## config.mk

```make
export PLATFORM = sky130hd
export DESIGN_NAME = snn_frame_loader_flat
export DESIGN_NICKNAME = d
export VERILOG_FILES = /design/src/rtl/snn_frame_loader_pkg.sv /design/src/rtl/snn_frame_loader_if.sv /design/src/rtl/snn_frame_loader_bit_bank.sv /design/src/rtl/snn_frame_loader.sv /design/src/flat_wrapper.sv
export SDC_FILE = /design/constraint.sdc
export NUM_CORES = 1
export LEC_CHECK = 0
export CORE_MARGIN = 10
export CORE_UTILIZATION = 60
export DETAILED_ROUTE_END_ITERATION = 8
export PLACE_DENSITY = 0.73
export SYNTH_ARGS = -nofsm -noshare
export SYNTH_HDL_FRONTEND = slang
export SYNTH_SLANG_ARGS = --single-unit
```

## constraint.sdc

```tcl
create_clock -name clk -period 3.6 [get_ports clk]
set_input_delay 0.54 -clock clk [delete_from_list [all_inputs] [get_ports clk]]
set_output_delay 0.54 -clock clk [all_outputs]
set_load 0.05 [all_outputs]
```

## src/rtl/snn_frame_loader_pkg.sv

```systemverilog
// Shared types and helpers for the SNN image loader slice.
package snn_pkg;

    localparam int NUM_PIXELS_DEF = 784;

    typedef enum logic [1:0] {
        IDLE = 2'd0,
        RECV = 2'd1,
        FULL = 2'd2
    } fill_state_t;

    function automatic int bytes_per_img(input int num_pixels);
        return (num_pixels + 7) / 8;
    endfunction

endpackage

```

## src/rtl/snn_frame_loader_if.sv

```systemverilog
// UART-byte / core-read bundle between the frame loader and its neighbours.
interface snn_frame_loader_if #(
    parameter int ADDR_W = $clog2(snn_pkg::NUM_PIXELS_DEF)
);
    logic              rx_rdy;
    logic [7:0]        rx_data;
    logic [ADDR_W-1:0] core_addr;
    logic              core_done;
    logic              q;
    logic              start;
    logic              frame_err;
    logic              overrun;
    logic              img_pending;
    logic              active_bank;

    modport master (
        output rx_rdy, rx_data, core_addr, core_done,
        input  q, start, frame_err, overrun, img_pending, active_bank
    );

    modport slave (
        input  rx_rdy, rx_data, core_addr, core_done,
        output q, start, frame_err, overrun, img_pending, active_bank
    );
endinterface

```

## src/rtl/snn_frame_loader_bit_bank.sv

```systemverilog
// One image bank: bit-addressed storage, byte-wide masked write, registered 1-bit read.
module snn_bit_bank
    import snn_pkg::*;
#(
    parameter int NUM_PIXELS = NUM_PIXELS_DEF,
    parameter int ADDR_W     = $clog2(NUM_PIXELS)
) (
    input  logic              clk,
    input  logic              rst_n,
    input  logic              we,
    input  logic [ADDR_W-4:0] byte_idx,
    input  logic [7:0]        wdata,
    input  logic [ADDR_W-1:0] raddr,
    output logic              rdata
);
    localparam logic [ADDR_W:0] PIX_LIMIT = (ADDR_W + 1)'(NUM_PIXELS);

    logic mem [NUM_PIXELS];
    logic rd_r;

    // byte write; pixels past the end of the image are dropped
    always_ff @(posedge clk) begin
        if (we) begin
            for (int i = 0; i < 8; i++) begin
                if ({1'b0, byte_idx, i[2:0]} < PIX_LIMIT) begin
                    mem[{byte_idx, i[2:0]}] <= wdata[i];
                end
            end
        end
    end

    // registered read, out-of-range addresses read as 0
    always_ff @(posedge clk or negedge rst_n) begin
        if (!rst_n) begin
            rd_r <= 1'b0;
        end else if ({1'b0, raddr} < PIX_LIMIT) begin
            rd_r <= mem[raddr];
        end else begin
            rd_r <= 1'b0;
        end
    end

    assign rdata = rd_r;
endmodule

```

## src/rtl/snn_frame_loader.sv

```systemverilog
// Double-buffered UART-to-core image loader: fills one bank while the core reads the other,
// with inter-byte timeout resync and overrun reporting.
module snn_frame_loader
    import snn_pkg::*;
#(
    parameter int NUM_PIXELS  = NUM_PIXELS_DEF,
    parameter int ADDR_W      = $clog2(NUM_PIXELS),
    parameter int TIMEOUT_CYC = 500_000,
    parameter bit LSB_FIRST   = 1'b1
) (
    input  logic              clk,
    input  logic              rst_n,
    snn_frame_loader_if.slave bus
);
    localparam int BYTES = bytes_per_img(NUM_PIXELS);
    localparam int PTR_W = ADDR_W - 3;
    localparam int CNT_W = $clog2(TIMEOUT_CYC);
    localparam logic [PTR_W-1:0] LAST_PTR = PTR_W'(BYTES - 1);
    localparam logic [CNT_W-1:0] CNT_MAX  = CNT_W'(TIMEOUT_CYC - 1);

    fill_state_t      state_r, state_s;
    logic [PTR_W-1:0] byte_ptr_r;
    logic [CNT_W-1:0] tmo_cnt_r;
    logic             core_busy_r, active_bank_r, rd_sel_r;
    logic             start_r, frame_err_r, overrun_r, img_pending_r;
    logic             wr_s, last_s, tmo_s, swap_s, overrun_s;
    logic [7:0]       wdata_s;
    logic [1:0]       rd_s;

    // fill FSM state register
    always_ff @(posedge clk or negedge rst_n) begin
        if (!rst_n) begin
            state_r <= IDLE;
        end else begin
            state_r <= state_s;
        end
    end

    // fill FSM next state; a last byte that can swap at once skips FULL entirely
    always_comb begin
        state_s = state_r;
        case (state_r)
            IDLE, RECV: begin
                if (wr_s) begin
                    if (last_s) begin
                        state_s = swap_s ? IDLE : FULL;
                    end else begin
                        state_s = RECV;
                    end
                end else if (tmo_s) begin
                    state_s = IDLE;
                end else begin
                    state_s = state_r;
                end
            end
            FULL: begin
                if (swap_s) begin
                    state_s = IDLE;
                end else begin
                    state_s = FULL;
                end
            end
            default: state_s = IDLE;
        endcase
    end

    // FSM decode: byte accept, timeout expiry (a byte beats it), swap and overrun
    always_comb begin
        wr_s      = bus.rx_rdy && (state_r != FULL);
        last_s    = wr_s && (byte_ptr_r == LAST_PTR);
        tmo_s     = (state_r == RECV) && !bus.rx_rdy && (tmo_cnt_r == CNT_MAX);
        swap_s    = (last_s || (state_r == FULL)) && (!core_busy_r || bus.core_done);
        overrun_s = bus.rx_rdy && (state_r == FULL);
        wdata_s   = LSB_FIRST ? bus.rx_data : {<<{bus.rx_data}};
    end

    // byte pointer, inter-byte timer, core ownership and bank select
    always_ff @(posedge clk or negedge rst_n) begin
        if (!rst_n) begin
            byte_ptr_r    <= '0;
            tmo_cnt_r     <= '0;
            core_busy_r   <= 1'b0;
            active_bank_r <= 1'b0;
            rd_sel_r      <= 1'b0;
        end else begin
            if (wr_s) begin
                byte_ptr_r <= last_s ? '0 : byte_ptr_r + 1'b1;
            end else if (tmo_s) begin
                byte_ptr_r <= '0;
            end
            if ((state_r != RECV) || bus.rx_rdy || tmo_s) begin
                tmo_cnt_r <= '0;
            end else begin
                tmo_cnt_r <= tmo_cnt_r + 1'b1;
            end
            if (swap_s) begin
                core_busy_r <= 1'b1;
            end else if (bus.core_done) begin
                core_busy_r <= 1'b0;
            end
            if (swap_s) begin
                active_bank_r <= ~active_bank_r;
            end
            rd_sel_r <= active_bank_r;
        end
    end

    // registered strobes and status
    always_ff @(posedge clk or negedge rst_n) begin
        if (!rst_n) begin
            start_r       <= 1'b0;
            frame_err_r   <= 1'b0;
            overrun_r     <= 1'b0;
            img_pending_r <= 1'b0;
        end else begin
            start_r       <= swap_s;
            frame_err_r   <= tmo_s;
            overrun_r     <= overrun_s;
            img_pending_r <= (state_s == FULL);
        end
    end

    // the fill bank is always the one the core is not reading
    snn_bit_bank #(.NUM_PIXELS(NUM_PIXELS), .ADDR_W(ADDR_W)) u_bank0 (
        .clk      (clk),
        .rst_n    (rst_n),
        .we       (wr_s && active_bank_r),
        .byte_idx (byte_ptr_r),
        .wdata    (wdata_s),
        .raddr    (bus.core_addr),
        .rdata    (rd_s[0])
    );

    snn_bit_bank #(.NUM_PIXELS(NUM_PIXELS), .ADDR_W(ADDR_W)) u_bank1 (
        .clk      (clk),
        .rst_n    (rst_n),
        .we       (wr_s && !active_bank_r),
        .byte_idx (byte_ptr_r),
        .wdata    (wdata_s),
        .raddr    (bus.core_addr),
        .rdata    (rd_s[1])
    );

    assign bus.q           = rd_sel_r ? rd_s[1] : rd_s[0];
    assign bus.start       = start_r;
    assign bus.frame_err   = frame_err_r;
    assign bus.overrun     = overrun_r;
    assign bus.img_pending = img_pending_r;
    assign bus.active_bank = active_bank_r;
endmodule

```

## src/flat_wrapper.sv

```systemverilog
// flat-port wrapper written by rule: the top's interface ports become plain ports
module snn_frame_loader_flat import snn_pkg::*;
#(
    parameter int NUM_PIXELS  = NUM_PIXELS_DEF,
    parameter int ADDR_W      = $clog2(NUM_PIXELS),
    parameter int TIMEOUT_CYC = 500_000,
    parameter bit LSB_FIRST   = 1'b1
)
  (clk, rst_n, bus_rx_rdy, bus_rx_data, bus_core_addr, bus_core_done, bus_q, bus_start, bus_frame_err, bus_overrun, bus_img_pending, bus_active_bank);
  snn_frame_loader_if #(.ADDR_W(ADDR_W)) bus_i ();
  input  logic clk;
  input  logic rst_n;
  input wire logic [$bits(bus_i.rx_rdy)-1:0] bus_rx_rdy;
  input wire logic [$bits(bus_i.rx_data)-1:0] bus_rx_data;
  input wire logic [$bits(bus_i.core_addr)-1:0] bus_core_addr;
  input wire logic [$bits(bus_i.core_done)-1:0] bus_core_done;
  output wire logic [$bits(bus_i.q)-1:0] bus_q;
  output wire logic [$bits(bus_i.start)-1:0] bus_start;
  output wire logic [$bits(bus_i.frame_err)-1:0] bus_frame_err;
  output wire logic [$bits(bus_i.overrun)-1:0] bus_overrun;
  output wire logic [$bits(bus_i.img_pending)-1:0] bus_img_pending;
  output wire logic [$bits(bus_i.active_bank)-1:0] bus_active_bank;
  assign bus_i.rx_rdy = bus_rx_rdy;
  assign bus_i.rx_data = bus_rx_data;
  assign bus_i.core_addr = bus_core_addr;
  assign bus_i.core_done = bus_core_done;
  assign bus_q = bus_i.q;
  assign bus_start = bus_i.start;
  assign bus_frame_err = bus_i.frame_err;
  assign bus_overrun = bus_i.overrun;
  assign bus_img_pending = bus_i.img_pending;
  assign bus_active_bank = bus_i.active_bank;
  snn_frame_loader #(.NUM_PIXELS(NUM_PIXELS), .ADDR_W(ADDR_W), .TIMEOUT_CYC(TIMEOUT_CYC), .LSB_FIRST(LSB_FIRST)) u_core (.clk(clk), .rst_n(rst_n), .bus(bus_i));
endmodule
```

Word-level counts from Yosys, hierarchy flattened
Memory sizes are Yosys's and may differ from the RTL's.
Index checks and enable logic that the tools add are counted.
{"block": "op_classes", "n_addsub": 2, "order_cmp": 9, "eq_ne": 7, "n_mux": 54, "bitwise_logic": 1, "reduce_logical": 19}
{"op": "$lt 10x10->1 const B", "count": 9}
{"op": "$mux 1", "count": 45}
{"op": "$mux 7", "count": 3}
{"op": "$add 19x1->19 const B", "count": 1}
{"op": "$eq 19x19->1 const B", "count": 1}
{"op": "$mux 19", "count": 1}
{"op": "$logic_and 1x1->1", "count": 8}
{"op": "$mux 2", "count": 4}
{"op": "$add 7x1->7 const B", "count": 1}
{"op": "$eq 7x7->1 const B", "count": 1}
{"op": "$eq 2x2->1 const B", "count": 2}
{"op": "$logic_or 1x1->1", "count": 4}
{"op": "$pmux 2 s2", "count": 1}
{"op": "$reduce_bool 2->1", "count": 2}
{"op": "$logic_not 1->1", "count": 3}
{"op": "$eq 2x1->1 const B", "count": 1}
{"op": "$logic_not 2->1", "count": 1}
{"op": "$ne 2x1->1 const B", "count": 1}
{"op": "$ne 2x2->1 const B", "count": 1}
{"op": "$reduce_or 2->1", "count": 1}
{"op": "$not 1->1", "count": 1}
{"block": "word_totals", "register_bits": 37, "ramBits": 1568, "input_bits": 22, "output_inout_bits": 6, "word_cells": 106, "mem_count": 2}
{"name": "u_core.u_bank0.mem", "words": 784, "word_bits": 1, "read_ports": 1, "rd_clocked_by_memory_dff": 0, "write_ports": 8, "line_no": "snn_frame_loader_bit_bank.sv:18", "text": "logic mem [NUM_PIXELS];"}
{"name": "u_core.u_bank1.mem", "words": 784, "word_bits": 1, "read_ports": 1, "rd_clocked_by_memory_dff": 0, "write_ports": 8, "line_no": "snn_frame_loader_bit_bank.sv:18"}

Logic depth before layout (Yosys ltp)
{"block": "logic_depth", "depth_word": 10, "mapped_depth": 13, "depth_no_buf": 8}

Cells and area by module
From an unflattened synthesis, not the netlist that was laid out.
{"block": "unflattened", "hier_cells": 3154, "hier_area_um2": 63380.8}
{"mod": "snn_bit_bank", "n_inst": 2, "cells_each": 1486, "area_per_inst_um2": 30777.0, "seq_area_each_um2": 23567.6}
{"mod": "snn_frame_loader", "n_inst": 1, "cells_each": 182, "area_per_inst_um2": 1826.8, "seq_area_each_um2": 875.8}

Worst setup path before layout
No wires, ideal clock.
{"block": "synth_timing", "path_type": "input to register", "from": "input port bus_rx_rdy", "to": "memory u_core.u_bank1.mem[760], enable pin", "setup_ns": 0.398, "arrival_ns": 2.314, "required_ns": 3.202, "slack_ns": 0.888, "cell_stages": 5, "n_path_buf": 1, "cell_sequence": "clkbuf_1 -> nand2_1 -> a31o_2 -> or2_1 -> nor4b_1"}
{"element": "start, declared", "line_no": "flat_wrapper.sv:13", "text": "input wire logic [$bits(bus_i.rx_rdy)-1:0] bus_rx_rdy;"}
{"element": "end, declared", "line_no": "snn_frame_loader_bit_bank.sv:18"}

==> impl_metrics.json <==
{
  "status": "finished with violations",
  "violations": "DRC",
  "leakagePower_uw": 0.0233,
  "seq_area_um2": 48000,
  "fp.coreArea_um2": 105000,
  "drive_gt1_share_pct": 24.5,
  "place_ws_ns": 0.199,
  "maxCapViolCount": 0,
  "ys_seq_area_share_pct": 75.9,
  "globalRoute.busiestLayer": "met2",
  "fmax_mhz": 317,
  "dieHeight_um": 345,
  "synth.distinct_cells": 71,
  "multi_input_area_um2": 13900,
  "endpoint": "u_core.u_bank1.mem[721]$_DFFE_PP_",
  "rows": 119,
  "arrival_ns": 3.53,
  "maxSlewViolCount": 0,
  "crit_start": "u_core.byte_ptr_r[2]$_DFFE_PN0P_",
  "cts_root_buf": "clkbuf_16",
  "detail_route.vias_per_cell": 6.70,
  "worstReg2RegStart": "u_core.byte_ptr_r[2]$_DFFE_PN0P_",
  "numCtsBuffers": 156,
  "critical_path.max_fanout": 13,
  "grt_pass1_wl_um": 227000,
  "critPathKind": "register to register",
  "skew_ns": 0.0275,
  "cts_sinks": 1605,
  "grt-ovfl-total": 0,
  "area_delta_synth_final_pct": 13.2,
  "grt_usage_pct": 26.3,
  "finalSetupTns_ns": 0,
  "grt_max_degree": 81,
  "initial_core_util_pct": 60.3,
  "synth_fp_nets": 3158,
  "ioPinCount": 28,
  "end_kind": "register",
  "synthMostInstantiatedCell": "edfxtp_1",
  "drtIter0Drc": 4124,
  "dpl.cell_count": 4661,
  "rsz0062_at_grt": "false",
  "finalCriticalPeriod_ns": 3.15,
  "ir_drop_v": 0.000526,
  "ys_ff_latch": 1605,
  "grt_pass1_vias": 34000,
  "instances_no_fill": 4950,
  "detail_route.wl_per_cell_um": 31.2,
  "place.port_buffers": 27,
  "globalRouteMet1Util_pct": 35.7,
  "netlist_area_um2": 63300,
  "dr.pass1.iters": 8,
  "powerDensity_nw_per_um2": 535,
  "place_hpwl_um": 88300,
  "setup_slack_ns": 0.447,
  "nets": 3454,
  "gp_congestion": 0.836,
  "ys.flop_type": "edfxtp_1",
  "r2r_slack_ns": 0.45,
  "clk_path_buf_depth": 3,
  "ff2ff_path_depth": 8,
  "dieArea_um2": 119000,
  "ant_nets": 0,
  "clock_latency_ns": 0.76,
  "synth_top_cells_by_count": "edfxtp_1, mux4_2, nor2_1",
  "synthArstFlopShare_pct": 2.31,
  "netlist_instances": 3133,
  "period_share_pct": 87.6,
  "worst_r2r_endpoint": "u_core.u_bank1.mem[721]$_DFFE_PP_",
  "worst_slew_pin_slew_ns": 1.11,
  "critPathLaunchType": "register",
  "cts_tree": "yes",
  "fin_hold_ws_ns": 0.196,
  "syn_area_per_cell_um2": 20.2,
  "setup_viol": 0,
  "cts_max_level": 4,
  "antenna_found_initial": 1,
  "synth_top_area_share_pct": 74.4,
  "synth_edf_count": 1568,
  "drc": 2,
  "fillers": 6402,
  "ys_warn_count": 0,
  "use_met3_pct": 5.73,
  "hold_path_class": "input port to register",
  "post-synth-top-area-cell": "edfxtp_1",
  "postRouteWirelength_um": 155000,
  "timing.slew.headroom_pct": 26.0,
  "cts.clk_slew.worst_paths_ns": 0.06,
  "grt_util_met2_pct": 42.2,
  "hold_viol": 0,
  "die_x_um": 345,
  "crit_required_ns": 3.98,
  "synth_area_leaders": "edfxtp_1, mux4_2, mux2i_1, nor2_1, dfrtp_1",
  "vias": 33200,
  "cts_setup_buffers": 0
}
cell type report:
| type | instances | share of cell area [%] |
|---|---|---|
| Sequential cell | 1605 | 67.0 |
| Multi-Input combinational cell | 1328 | 19.4 |
| Clock buffer | 204 | 6.01 |
| Timing Repair Buffer | 324 | 4.27 |
| Tap cell | 1391 | 2.43 |
| Clock inverter | 82 | 0.824 |
| Inverter | 14 | 0.0751 |
| Antenna cell | 2 | 0.00699 |
metrics by stage:
step / total power (uW) / util [%] / area (um^2)
floorplan: 22100 / - / 63300
global placement: 23100 / 63.6 / 66700
detailed placement: 23100 / 63.6 / 66700
CTS: 38500 / 68.2 / 71600
global route: 39300 / 68.2 / 71600
finish: 38300 / 68.2 / 71600
logic make-up after synthesis:
family / Yosys count / share of synthesized area (%)
AOI/OAI and AO/OA: 298 / 3.41
DFF: 1605 / 75.9
and+or+nand+nor: 508 / 3.44
buffers and inverters: 200 / 2.22
xor gates and xnor gates: 18 / 0.249
adders and majority gates: 3 / 0.0593
muxes: 501 / 14.7
cells in the final DEF (no fill, tap or decap), types with 11 or more instances in the layout:
master / count
a21oi_1: 51
a221oi_1: 32
a22oi_1: 77
a31oi_1: 14
buf_12: 44
buf_4: 254
clkbuf_1: 34
clkbuf_16: 163
clkdlybuf4s50_1: 13
clkinv_1: 37
clkinv_2: 29
dfrtp_1: 37
edfxtp_1: 1568
inv_1: 11
mux2i_1: 159
mux4_1: 13
mux4_2: 327
nand2_1: 116
nand3_1: 49
nor2_1: 257
nor2b_1: 18
nor3_1: 15
o211ai_1: 13
o21ai_0: 35
o31ai_1: 13
timing repair:
item	in CTS	in global routing
hold buffers	1	0
endpoints found under the hold margin	37	0
resized for setup	0	0
setup endpoints to repair	0	0
worst max-delay path, cell delays in order, from the launching register on:
cell     delay [ns]
dfrtp_1        0.51
nor2_1         0.36
nand2_1        0.11
a31o_2         0.28
or2_1          0.27
nor2_1         0.25
nand2_1        0.09
buf_4          0.27
nor2_1         0.60
power breakdown:
part / total [uW] / switching [uW] / internal (uW)
Combinational: 2160 / 1390 / 770
Clock: 15600 / 6670 / 8910
Sequential: 20600 / 36.7 / 20600
Total: 38300 / 8100 / 30200
routing by layer:
metal / up-vias / routed length (um)
met3: 334 / 15400
met4: 2 / 5600
met5: - / 13
met1: 17400 / 58100
li1: 13500 / -
met2: 1971 / 75500
flip-flops by register name, summed over array words and instances (netlist names):
register	flops
u_core.bus.active_bank	1
u_core.bus.frame_err	1
u_core.bus.img_pending	1
u_core.bus.overrun	1
u_core.bus.start	1
u_core.byte_ptr_r	7
u_core.core_busy_r	1
u_core.rd_sel_r	1
u_core.state_r	2
u_core.tmo_cnt_r	19
u_core.u_bank0.mem	784
u_core.u_bank0.rdata	1
u_core.u_bank1.mem	784
u_core.u_bank1.rdata	1
worst min path at each step:
stage	slack [ns]	startpoint	depth (start not counted)	endpoint
6_report	0.20	bus_rx_data[5]	1	u_core.u_bank1.mem[397]$_DFFE_PP_
3_5_place_dp	0.52	u_core.tmo_cnt_r[0]$_DFF_PN0_	1	u_core.tmo_cnt_r[0]$_DFF_PN0_
2_1_floorplan	0.24	rst_n	0	u_core.bus.active_bank$_DFFE_PN0P_
3_3_place_gp	0.47	u_core.tmo_cnt_r[0]$_DFF_PN0_	1	u_core.tmo_cnt_r[0]$_DFF_PN0_
5_1_grt	0.18	bus_rx_data[5]	1	u_core.u_bank0.mem[181]$_DFFE_PP_
4_1_cts	0.16	bus_rx_data[5]	1	u_core.u_bank1.mem[141]$_DFFE_PP_
Power figures use the tool's default switching activity.
